<file path="config.mk">
export PLATFORM = sky130hd
export DESIGN_NAME = mvm_row_accum
export DESIGN_NICKNAME = d
export VERILOG_FILES = /design/src/rtl/mvm_pkg.sv /design/src/rtl/mvm_result_fifo.sv /design/src/rtl/mvm_row_accum.sv
export SDC_FILE = /design/constraint.sdc
export NUM_CORES = 1
export LEC_CHECK = 0
export BUFFER_PORTS_ARGS = -buffer_cell sky130_fd_sc_hd__buf_2
export CORE_MARGIN = 2
export CORE_UTILIZATION = 55
export DETAILED_ROUTE_END_ITERATION = 8
export GPL_TIMING_DRIVEN = 0
export PLACE_DENSITY_LB_ADDON = 0.2
export SLEW_MARGIN = 20
export SYNTH_ARGS = -nofsm -noshare
export SYNTH_HDL_FRONTEND = slang
export SYNTH_SLANG_ARGS = --single-unit
</file>
<file path="constraint.sdc">
create_clock -name clk -period 6.1 [get_ports clk]
set_input_delay 0.915 -clock clk [delete_from_list [all_inputs] [get_ports clk]]
set_output_delay 0.915 -clock clk [all_outputs]
set_load 0.005 [all_outputs]
</file>
<file path="src/rtl/mvm_pkg.sv">
// Shared widths, saturation helper and result entry type
// for the matrix-vector row accumulator.
package mvm_pkg;

  localparam int DEF_IWIDTH     = 32;
  localparam int DEF_OWIDTH     = 32;
  localparam int DEF_MAX_CHUNKS = 64;
  localparam int DEF_ROW_W      = 8;

  localparam int AW = DEF_IWIDTH + $clog2(DEF_MAX_CHUNKS);
  localparam int CW = $clog2(DEF_MAX_CHUNKS + 1);

  typedef struct packed {
    logic [DEF_OWIDTH-1:0] odata;
    logic [DEF_ROW_W-1:0]  orow;
  } result_t;

  function automatic logic [DEF_OWIDTH-1:0] sat_to_owidth(
    input logic signed [AW-1:0] a
  );
    logic signed [AW-1:0] smax;
    logic signed [AW-1:0] smin;
    smax = {{(AW-DEF_OWIDTH+1){1'b0}}, {(DEF_OWIDTH-1){1'b1}}};
    smin = {{(AW-DEF_OWIDTH+1){1'b1}}, {(DEF_OWIDTH-1){1'b0}}};
    if (a > smax)
      sat_to_owidth = smax[DEF_OWIDTH-1:0];
    else if (a < smin)
      sat_to_owidth = smin[DEF_OWIDTH-1:0];
    else
      sat_to_owidth = a[DEF_OWIDTH-1:0];
  endfunction

endpackage

</file>
<file path="src/rtl/mvm_result_fifo.sv">
// Synchronous show-ahead FIFO; head entry is visible while not empty.
// A push into a full FIFO is taken only when a pop frees the slot.
module mvm_result_fifo #(
  parameter int  DEPTH = 8,
  parameter type entry_t = logic [7:0],
  localparam int PW   = $clog2(DEPTH),
  localparam int CNTW = $clog2(DEPTH + 1)
) (
  input  logic            clk,
  input  logic            rst,
  input  logic            push,
  input  entry_t          din,
  input  logic            pop,
  output entry_t          dout,
  output logic            full,
  output logic            empty,
  output logic [CNTW-1:0] count
);

  entry_t          mem [DEPTH];
  logic [PW-1:0]   wr_ptr;
  logic [PW-1:0]   rd_ptr;
  logic            do_push;
  logic            do_pop;

  assign empty   = (count == '0);
  assign full    = (count == CNTW'(DEPTH));
  assign do_pop  = pop & ~empty;
  assign do_push = push & (~full | do_pop);
  assign dout    = empty ? '0 : mem[rd_ptr];

  always_ff @(posedge clk) begin
    if (rst) begin
      wr_ptr <= '0;
      rd_ptr <= '0;
      count  <= '0;
    end else begin
      if (do_push)
        wr_ptr <= wr_ptr + 1'b1;
      if (do_pop)
        rd_ptr <= rd_ptr + 1'b1;
      if (do_push & ~do_pop)
        count <= count + 1'b1;
      else if (do_pop & ~do_push)
        count <= count - 1'b1;
    end
  end

  always_ff @(posedge clk) begin
    if (do_push)
      mem[wr_ptr] <= din;
  end

endmodule

</file>
<file path="src/rtl/mvm_row_accum.sv">
// Sums per-chunk partial dot products into saturated row results
// and queues them with their row index for the consumer.
module mvm_row_accum
  import mvm_pkg::*;
#(
  parameter int IWIDTH     = DEF_IWIDTH,
  parameter int OWIDTH     = DEF_OWIDTH,
  parameter int MAX_CHUNKS = DEF_MAX_CHUNKS,
  parameter int FIFO_DEPTH = 8,
  parameter int SLACK      = 5,
  parameter int ROW_W      = DEF_ROW_W
) (
  input  logic              clk,
  input  logic              rst,
  input  logic [CW-1:0]     cfg_chunks,
  input  logic              ivalid,
  input  logic [IWIDTH-1:0] idata,
  output logic              ostall,
  output logic              ovalid,
  input  logic              oready,
  output logic [OWIDTH-1:0] odata,
  output logic [ROW_W-1:0]  orow,
  output logic              err_ovf
);

  localparam int CNTW = $clog2(FIFO_DEPTH + 1);

  logic [CW-1:0]        cnt, cnt_n;
  logic [CW-1:0]        len, len_n;
  logic signed [AW-1:0] acc, acc_n;
  logic [ROW_W-1:0]     row, row_n;
  logic                 err_n;

  logic                 idle;
  logic [CW-1:0]        len_in;
  logic [CW-1:0]        cur_len;
  logic [CW-1:0]        cnt_inc;
  logic signed [AW-1:0] ext;
  logic signed [AW-1:0] acc_next;
  logic                 done;
  logic                 drop;

  result_t              fin;
  result_t              fout;
  logic                 ffull;
  logic                 fempty;
  logic [CNTW-1:0]      fcount;

  assign idle     = (cnt == '0);
  assign len_in   = (cfg_chunks == '0) ? CW'(1) :
                    (int'(cfg_chunks) > MAX_CHUNKS) ? CW'(MAX_CHUNKS) :
                    cfg_chunks;
  assign cur_len  = idle ? len_in : len;
  assign cnt_inc  = cnt + 1'b1;
  assign ext      = AW'($signed(idata));
  assign acc_next = idle ? ext : acc + ext;
  assign done     = ivalid & (cnt_inc == cur_len);
  // A completed row is lost only when no pop frees a full FIFO.
  assign drop     = done & ffull & ~(ovalid & oready);

  always_comb begin
    cnt_n = cnt;
    len_n = len;
    acc_n = acc;
    row_n = row;
    err_n = err_ovf;
    if (ivalid) begin
      acc_n = acc_next;
      len_n = cur_len;
      cnt_n = done ? '0 : cnt_inc;
      if (done) begin
        row_n = row + 1'b1;
        if (drop)
          err_n = 1'b1;
      end
    end
  end

  always_ff @(posedge clk) begin
    if (rst) begin
      cnt     <= '0;
      len     <= '0;
      acc     <= '0;
      row     <= '0;
      err_ovf <= 1'b0;
    end else begin
      cnt     <= cnt_n;
      len     <= len_n;
      acc     <= acc_n;
      row     <= row_n;
      err_ovf <= err_n;
    end
  end

  assign fin.odata = sat_to_owidth(acc_next);
  assign fin.orow  = row;

  mvm_result_fifo #(
    .DEPTH   (FIFO_DEPTH),
    .entry_t (result_t)
  ) u_fifo (
    .clk   (clk),
    .rst   (rst),
    .push  (done),
    .din   (fin),
    .pop   (oready),
    .dout  (fout),
    .full  (ffull),
    .empty (fempty),
    .count (fcount)
  );

  assign ovalid = ~fempty;
  assign odata  = fout.odata;
  assign orow   = fout.orow;
  assign ostall = (FIFO_DEPTH - int'(fcount)) <= SLACK;

endmodule

</file>
Word-level counts from Yosys, hierarchy flattened
Memories as Yosys holds them, arrays and structs flattened. A register that Yosys moved wholly into a read port is not among the register bits.
Index checks and enable logic that the tools add are counted.
W data, S select, Z words.
{ "word_totals": {"ff_bits": 71, "ram_bits": 320, "input_bits": 43, "output_inout_bits": 43, "wordCells": 55, "mem_count": 1} }
{ "mem_list": {"columns": ["name", "depth", "word_bits", "rd", "rd_ports_with_merged_regs", "write_ports", "line_no", "source"], "rows": [
  ["u_fifo.mem", 8, 40, 1, 1, 1, "mvm_result_fifo.sv:20", "entry_t mem [DEPTH];"]
]} }
{ "classes": {"addsub": 8, "magnitude_cmp": 4, "n_eq_ne": 2, "n_mux": 14, "bitwise_logic": 12, "n_reduce_logical": 6} }
{ "op_table": {"columns": ["op", "n"], "rows": [
  ["$mux W32", 2],
  ["$mux W40", 1],
  ["$add A38 B32 Y38", 1],
  ["$gt A38 B32 Y1 const B", 1],
  ["$lt A38 B32 Y1 const B", 1],
  ["$mux W38", 1],
  ["$mux W7", 4],
  ["$logic_not A7 Y1", 2],
  ["$add A8 B1 Y8 const B", 1],
  ["$mux W4", 2],
  ["$add A7 B1 Y7 const B", 1],
  ["$and A1 B1 Y1", 7],
  ["$eq A7 B7 Y1", 1],
  ["$gt A7 B7 Y1 const B", 1],
  ["$add A3 B1 Y3 const B", 2],
  ["$mux W3", 2],
  ["$le A5 B4 Y1 const B", 1],
  ["$sub A4 B4 Y5 const A", 1],
  ["$add A4 B1 Y4 const B", 1],
  ["$eq A4 B4 Y1 const B", 1],
  ["$logic_not A4 Y1", 1],
  ["$not A1 Y1", 4],
  ["$sub A4 B1 Y4 const B", 1],
  ["$reduce_and A3 Y1", 1],
  ["4 further kinds", 5]
]} }

Longest topological paths before layout
{ "depth": {"ltp_word": 11, "mapped_depth": 18} }

Hierarchy
Synthesis repeated with hierarchy kept, for this count alone.
{ "unflattened": {"hier_cells": 1316, "hier_area_um2": 18370.1} }
{ "modules_own_cells": {"columns": ["module", "instances", "cells_each", "area_per_inst_um2"], "rows": [
  ["mvm_result_fifo", 1, 578, 12762.2],
  ["mvm_row_accum", 1, 738, 5607.9]
]} }

Worst setup path before layout
Ideal clock, no wire load.
{ "synth_path": {"path_kind": "input -> register", "from": "in cfg_chunks[6]", "to": "mem u_fifo.mem[4][0] in the netlist's numbering (enable)", "arrival_ps": 5276, "required_ps": 5605, "path_slack_ps": 329, "path_stages": 8, "path_buffers": 1, "cell_sequence": "clkbuf_1 -> mux2i_1 -> xnor2_1 -> nand2_1 -> nor3_1 -> nand3_1 -> or3_1 -> nor3b_1"} }
{ "synth_between": {"elab_chain_len": 9, "elab_cells_between_ends": 10} }
{ "synth_rtl": {"columns": ["element", "line_no", "source"], "rows": [
  ["from (decl)", "mvm_row_accum.sv:15", "input logic [CW-1:0] cfg_chunks,"],
  ["$gt A7 B7 Y1", "mvm_row_accum.sv:51", "(int'(cfg_chunks) > MAX_CHUNKS) ? CW'(MAX_CHUNKS) :"],
  ["$mux W7", "mvm_row_accum.sv:51", null],
  ["$mux W7 *", "mvm_row_accum.sv:50", "assign len_in = (cfg_chunks == '0) ? CW'(1) :"],
  ["$mux W7 *", "mvm_row_accum.sv:53", "assign cur_len = idle ? len_in : len;"],
  ["$eq A7 B7 Y1 *", "mvm_row_accum.sv:57", "assign done = ivalid & (cnt_inc == cur_len);"],
  ["$and A1 B1 Y1 *", "mvm_row_accum.sv:57", null],
  ["$and A1 B1 Y1 *", "mvm_result_fifo.sv:29", "assign do_push = push & (~full | do_pop);"],
  ["$mux W1 *", "mvm_result_fifo.sv:50", "if (do_push)"],
  ["$mux W1 (not written as such) *", "mvm_result_fifo.sv:51", "mem[wr_ptr] <= din;"],
  ["to (decl)", "mvm_result_fifo.sv:20", null]
]} }
Mark *: on every way between the ends. The rest lies on a longest branch, timed or not.

Worst setup path in the final report
{ "layout_path": {"from": "reg cnt[2]", "to": "mem u_fifo.mem[0][32] in the netlist's numbering (enable)"} }
{ "layout_between": {"elab_chain_len": 7, "elab_cells_between_ends": 8} }
{ "layout_rtl": {"columns": ["element", "line_no", "source"], "rows": [
  ["from (decl)", "mvm_row_accum.sv:28", "logic [CW-1:0] cnt, cnt_n;"],
  ["from (signal assigned)", "mvm_row_accum.sv:87", "cnt <= cnt_n;"],
  ["parallel branches: the longest is 2 deep, another holds $add A7 B1 Y7", null, null],
  ["$eq A7 B7 Y1 *", "mvm_row_accum.sv:57", null],
  ["$and A1 B1 Y1 *", "mvm_row_accum.sv:57", null],
  ["$and A1 B1 Y1 *", "mvm_result_fifo.sv:29", null],
  ["$mux W1 *", "mvm_result_fifo.sv:50", null],
  ["$mux W1 (not written as such) *", "mvm_result_fifo.sv:51", null]
]} }
Every way passes the cells marked *.

==> results.sh <==
export IMPL_synth_nets=1392
export IMPL_grt_overflow=0
export IMPL_drt_iter0_drc=1003
export IMPL_ant_nets=0
export IMPL_ir_drop_mv=0.238
export IMPL_fin_worst_skew_ns=0.0244
export IMPL_leakage_nw=6.96
export IMPL_cts_buffers=39
export IMPL_wl_per_cell_um=22.1
export IMPL_ys_async_sr_fraction=0
export IMPL_yosysSeqAreaShare=0.612
export IMPL_hold_depth=2
export IMPL_nNetsFinal=1554
export IMPL_yosysWarnings=0
export IMPL_p_sw_w=0.00234
export IMPL_fin_crit_ns=4.47
export IMPL_port_buffers=83
export IMPL_finalHoldViolCount=0
export IMPL_final_cell_mix="edfxtp_1, nor2_1, buf_2, a21oi_1, mux4_2"
export IMPL_r2r_worst_path_cells=14
export IMPL_max_freq_ghz=0.224
export IMPL_post_route_period_util=0.733
export IMPL_postCtsSetupBuffers=0
export IMPL_antenna_cells=0
export IMPL_preCtsSetupSlack_ns=1.42
export IMPL_seq_power_share=0.410
export IMPL_syn_area_per_cell_um2=13.9
export IMPL_grtUsageTotal=0.256
export IMPL_cts_tree="done"
export IMPL_die_y_um=185
export IMPL_hpwlAfterDp_mm=30.5
export IMPL_firstDrtPassIters=5
export IMPL_cts_htree_levels=2
export IMPL_hold_slack_ns=0.462
export IMPL_grt_max_degree=18
export IMPL_hold_start="len[4]"
export IMPL_netSwitchingFraction=0.304
export IMPL_final_setup_worst_slack_ns=1.63
export IMPL_timing_critical_path_from_type="register"
export IMPL_power_density_mw_per_mm2=371
export IMPL_clock_sinks=394
export IMPL_path_clk_slew_ns=0.07
export IMPL_grt_first_pass_wirelength_mm=66.3
export IMPL_synth_edff_count=320
export IMPL_internal_power_w=0.00536
export IMPL_postPlaceCellArea_mm2=0.0195
export IMPL_final_max_slew_viol_count=0
export IMPL_timing_rr_start="cnt[2]"
export IMPL_ctsRootBufferMaster="clkbuf_16"
export IMPL_synth_distinct_cells=69
export IMPL_dp_cells=1863
export IMPL_n_fill_cell=2407
export IMPL_cp_end_kind="register"
export IMPL_synth_top_flop_cell="edfxtp_1"
export IMPL_rr_endpoint="u_fifo.mem[0][32]"
export IMPL_setup_viol=0
export IMPL_cts_path_max_buffers=3
export IMPL_antenna_found_initial=2
export IMPL_syn_area_mm2=0.0181
export IMPL_die_area_mm2=0.0344
export IMPL_combPwrFrac=0.286
export IMPL_final_instance_count_excl_fill=1935
export IMPL_routed_via_density=6.06
export IMPL_drc=0
export IMPL_ctsHoldBuffers=0
export IMPL_ys_ff_latch=394
export IMPL_worstSetupPathType="register to register"
export IMPL_top_level_ports=86
export IMPL_rows=66
export IMPL_path_max_fanout=10
export IMPL_rrSetupSlack_ns=1.63
export IMPL_p_clk_frac=0.304
export IMPL_via_count=11700
export IMPL_relSlewSlack=0.317
export IMPL_drive_gt1_frac=0.220
export IMPL_rsz0062_at_grt="false"
export IMPL_place_congestion=0.894
export IMPL_clkLatencyLatePin_ns=0.53
export IMPL_fin_area_mm2=0.0208
export IMPL_holdCritPathClass="register to register"
export IMPL_grt_pass1_vias=11600
export IMPL_critPathRequiredTime_ns=6.34
export IMPL_whs_endpoint="len[4]"
export IMPL_tightest_slew_ns=1.02
export IMPL_syn_inst=1300
export IMPL_fp_coreArea_mm2=0.0325
export IMPL_areaGrowthSynthToFinish_pct=14.7
export IMPL_fin_util=0.640
export IMPL_post_cts_resized=0
export IMPL_die_w_um=185
export IMPL_crit_arrival_ns=4.71
export IMPL_wl_mm=42.8
export IMPL_initial_utilization=0.558
export IMPL_run_status="completed"
export IMPL_drv_cap=0
export IMPL_final_common_cell="edfxtp_1"
power by group through the flow:
stage | registers, W | clock network, W | logic (W)
5_1_grt | 0.00316 | 0.00248 | 0.00242
3_3_place_gp | 0.00321 | 0 | 0.00214
2_1_floorplan | 0.00319 | 0 | 0.00146
3_5_place_dp | 0.00321 | 0 | 0.00220
4_1_cts | 0.00315 | 0.00238 | 0.00222
6_report | 0.00315 | 0.00234 | 0.00220
layer usage:
layer	wire [µm]	share of wire	vias up	global-route usage
met5	21	0.00049	-	0
met3	2560	0.060	71	0.0362
li1	-	-	5332	-
met4	865	0.020	4	0.0638
met1	19100	0.45	5912	0.371
met2	20200	0.47	413	0.411
worst max-delay path, cell delays in order (launching register included):
cell and delay, ns:
dfxtp_1 0.38, nor4_2 0.37, nand3b_2 0.25, clkbuf_1 0.27
nor3b_1 0.22, a21oi_1 0.09, xnor2_1 0.15, nor3_1 0.23
nand3_1 0.26, or3_1 0.56, nor3_2 0.54, buf_4 0.29
buf_6 0.17, buf_4 0.19, buf_4 0.19
final cells by class:
class                   instances  area [µm²]  area share
inverters                      16        60.1     0.00289
multi-input cells             814        6670       0.321
flip-flops and latches        394       11100       0.534
well taps                     442         553      0.0266
plain buffers                  76         344      0.0166
clock inverters                18         184     0.00886
repair buffers                121         818      0.0394
clock buffers                  54        1050      0.0507
worst max-delay path by stage:
stage | startpoint | endpoint | slack, ns | cells after the start
3_5_place_dp | idata[2] | u_fifo.mem[6][8] | 1.42 | 13
2_1_floorplan | cfg_chunks[6] | u_fifo.mem[4][0] | 0.33 | 8
4_1_cts | cnt[2] | u_fifo.mem[5][17] | 1.62 | 14
3_3_place_gp | cfg_chunks[6] | u_fifo.mem[4][29] | -2.88 | 9
6_report | cnt[2] | u_fifo.mem[0][32] | 1.63 | 14
5_1_grt | cnt[2] | u_fifo.mem[5][17] | 1.29 | 14
cell usage after synthesis, drive strengths merged, types with 5 or more instances:
master  count  area [µm²]
edfxtp    320        9610
nor2      138         521
a21oi     104         584
mux4       80        1800
nand2      76         288
dfxtp      74        1480
o21ai      68         389
clkbuf     47         176
ha         47         588
mux2i      47         470
a211oi     39         308
xnor2      37         332
buf        29         168
nand3      24         125
xor2       22         193
nor3       19        95.1
inv        15        56.3
nand4      13        87.6
nor3b      11        82.6
o21a        7        52.6
and3        6        37.5
a31oi       5        37.5
nand3b      5        41.3
nand4b      5        43.8
registers in the layout, indices dropped and copies added, names as in the netlist, named ones only:
signal,count
acc,38
cnt,7
len,7
u_fifo.count,4
u_fifo.wr_ptr,3
u_fifo.mem,320
err_ovf,1
row,8
u_fifo.rd_ptr,3
metrics by stage:
stage	total power [W]	setup TNS, ns
after floorplan	0.00466	0
after global placement	0.00535	-640.58
after detailed placement	0.00541	0
after CTS	0.00775	0
after global routing	0.00806	0
final	0.00770	0
cells by family (layout without fill, tap and decap cells):
kind of cell	count (synthesis)	count (layout)	share of synthesized area
xor+xnor	59	59	0.0289
simple gates	314	314	0.0799
compound gates	264	264	0.0957
fa+ha+maj	49	49	0.0347
mux	128	128	0.126
flops	394	394	0.612
buf+inv	92	285	0.0223
(Power assumes the default switching activity.)
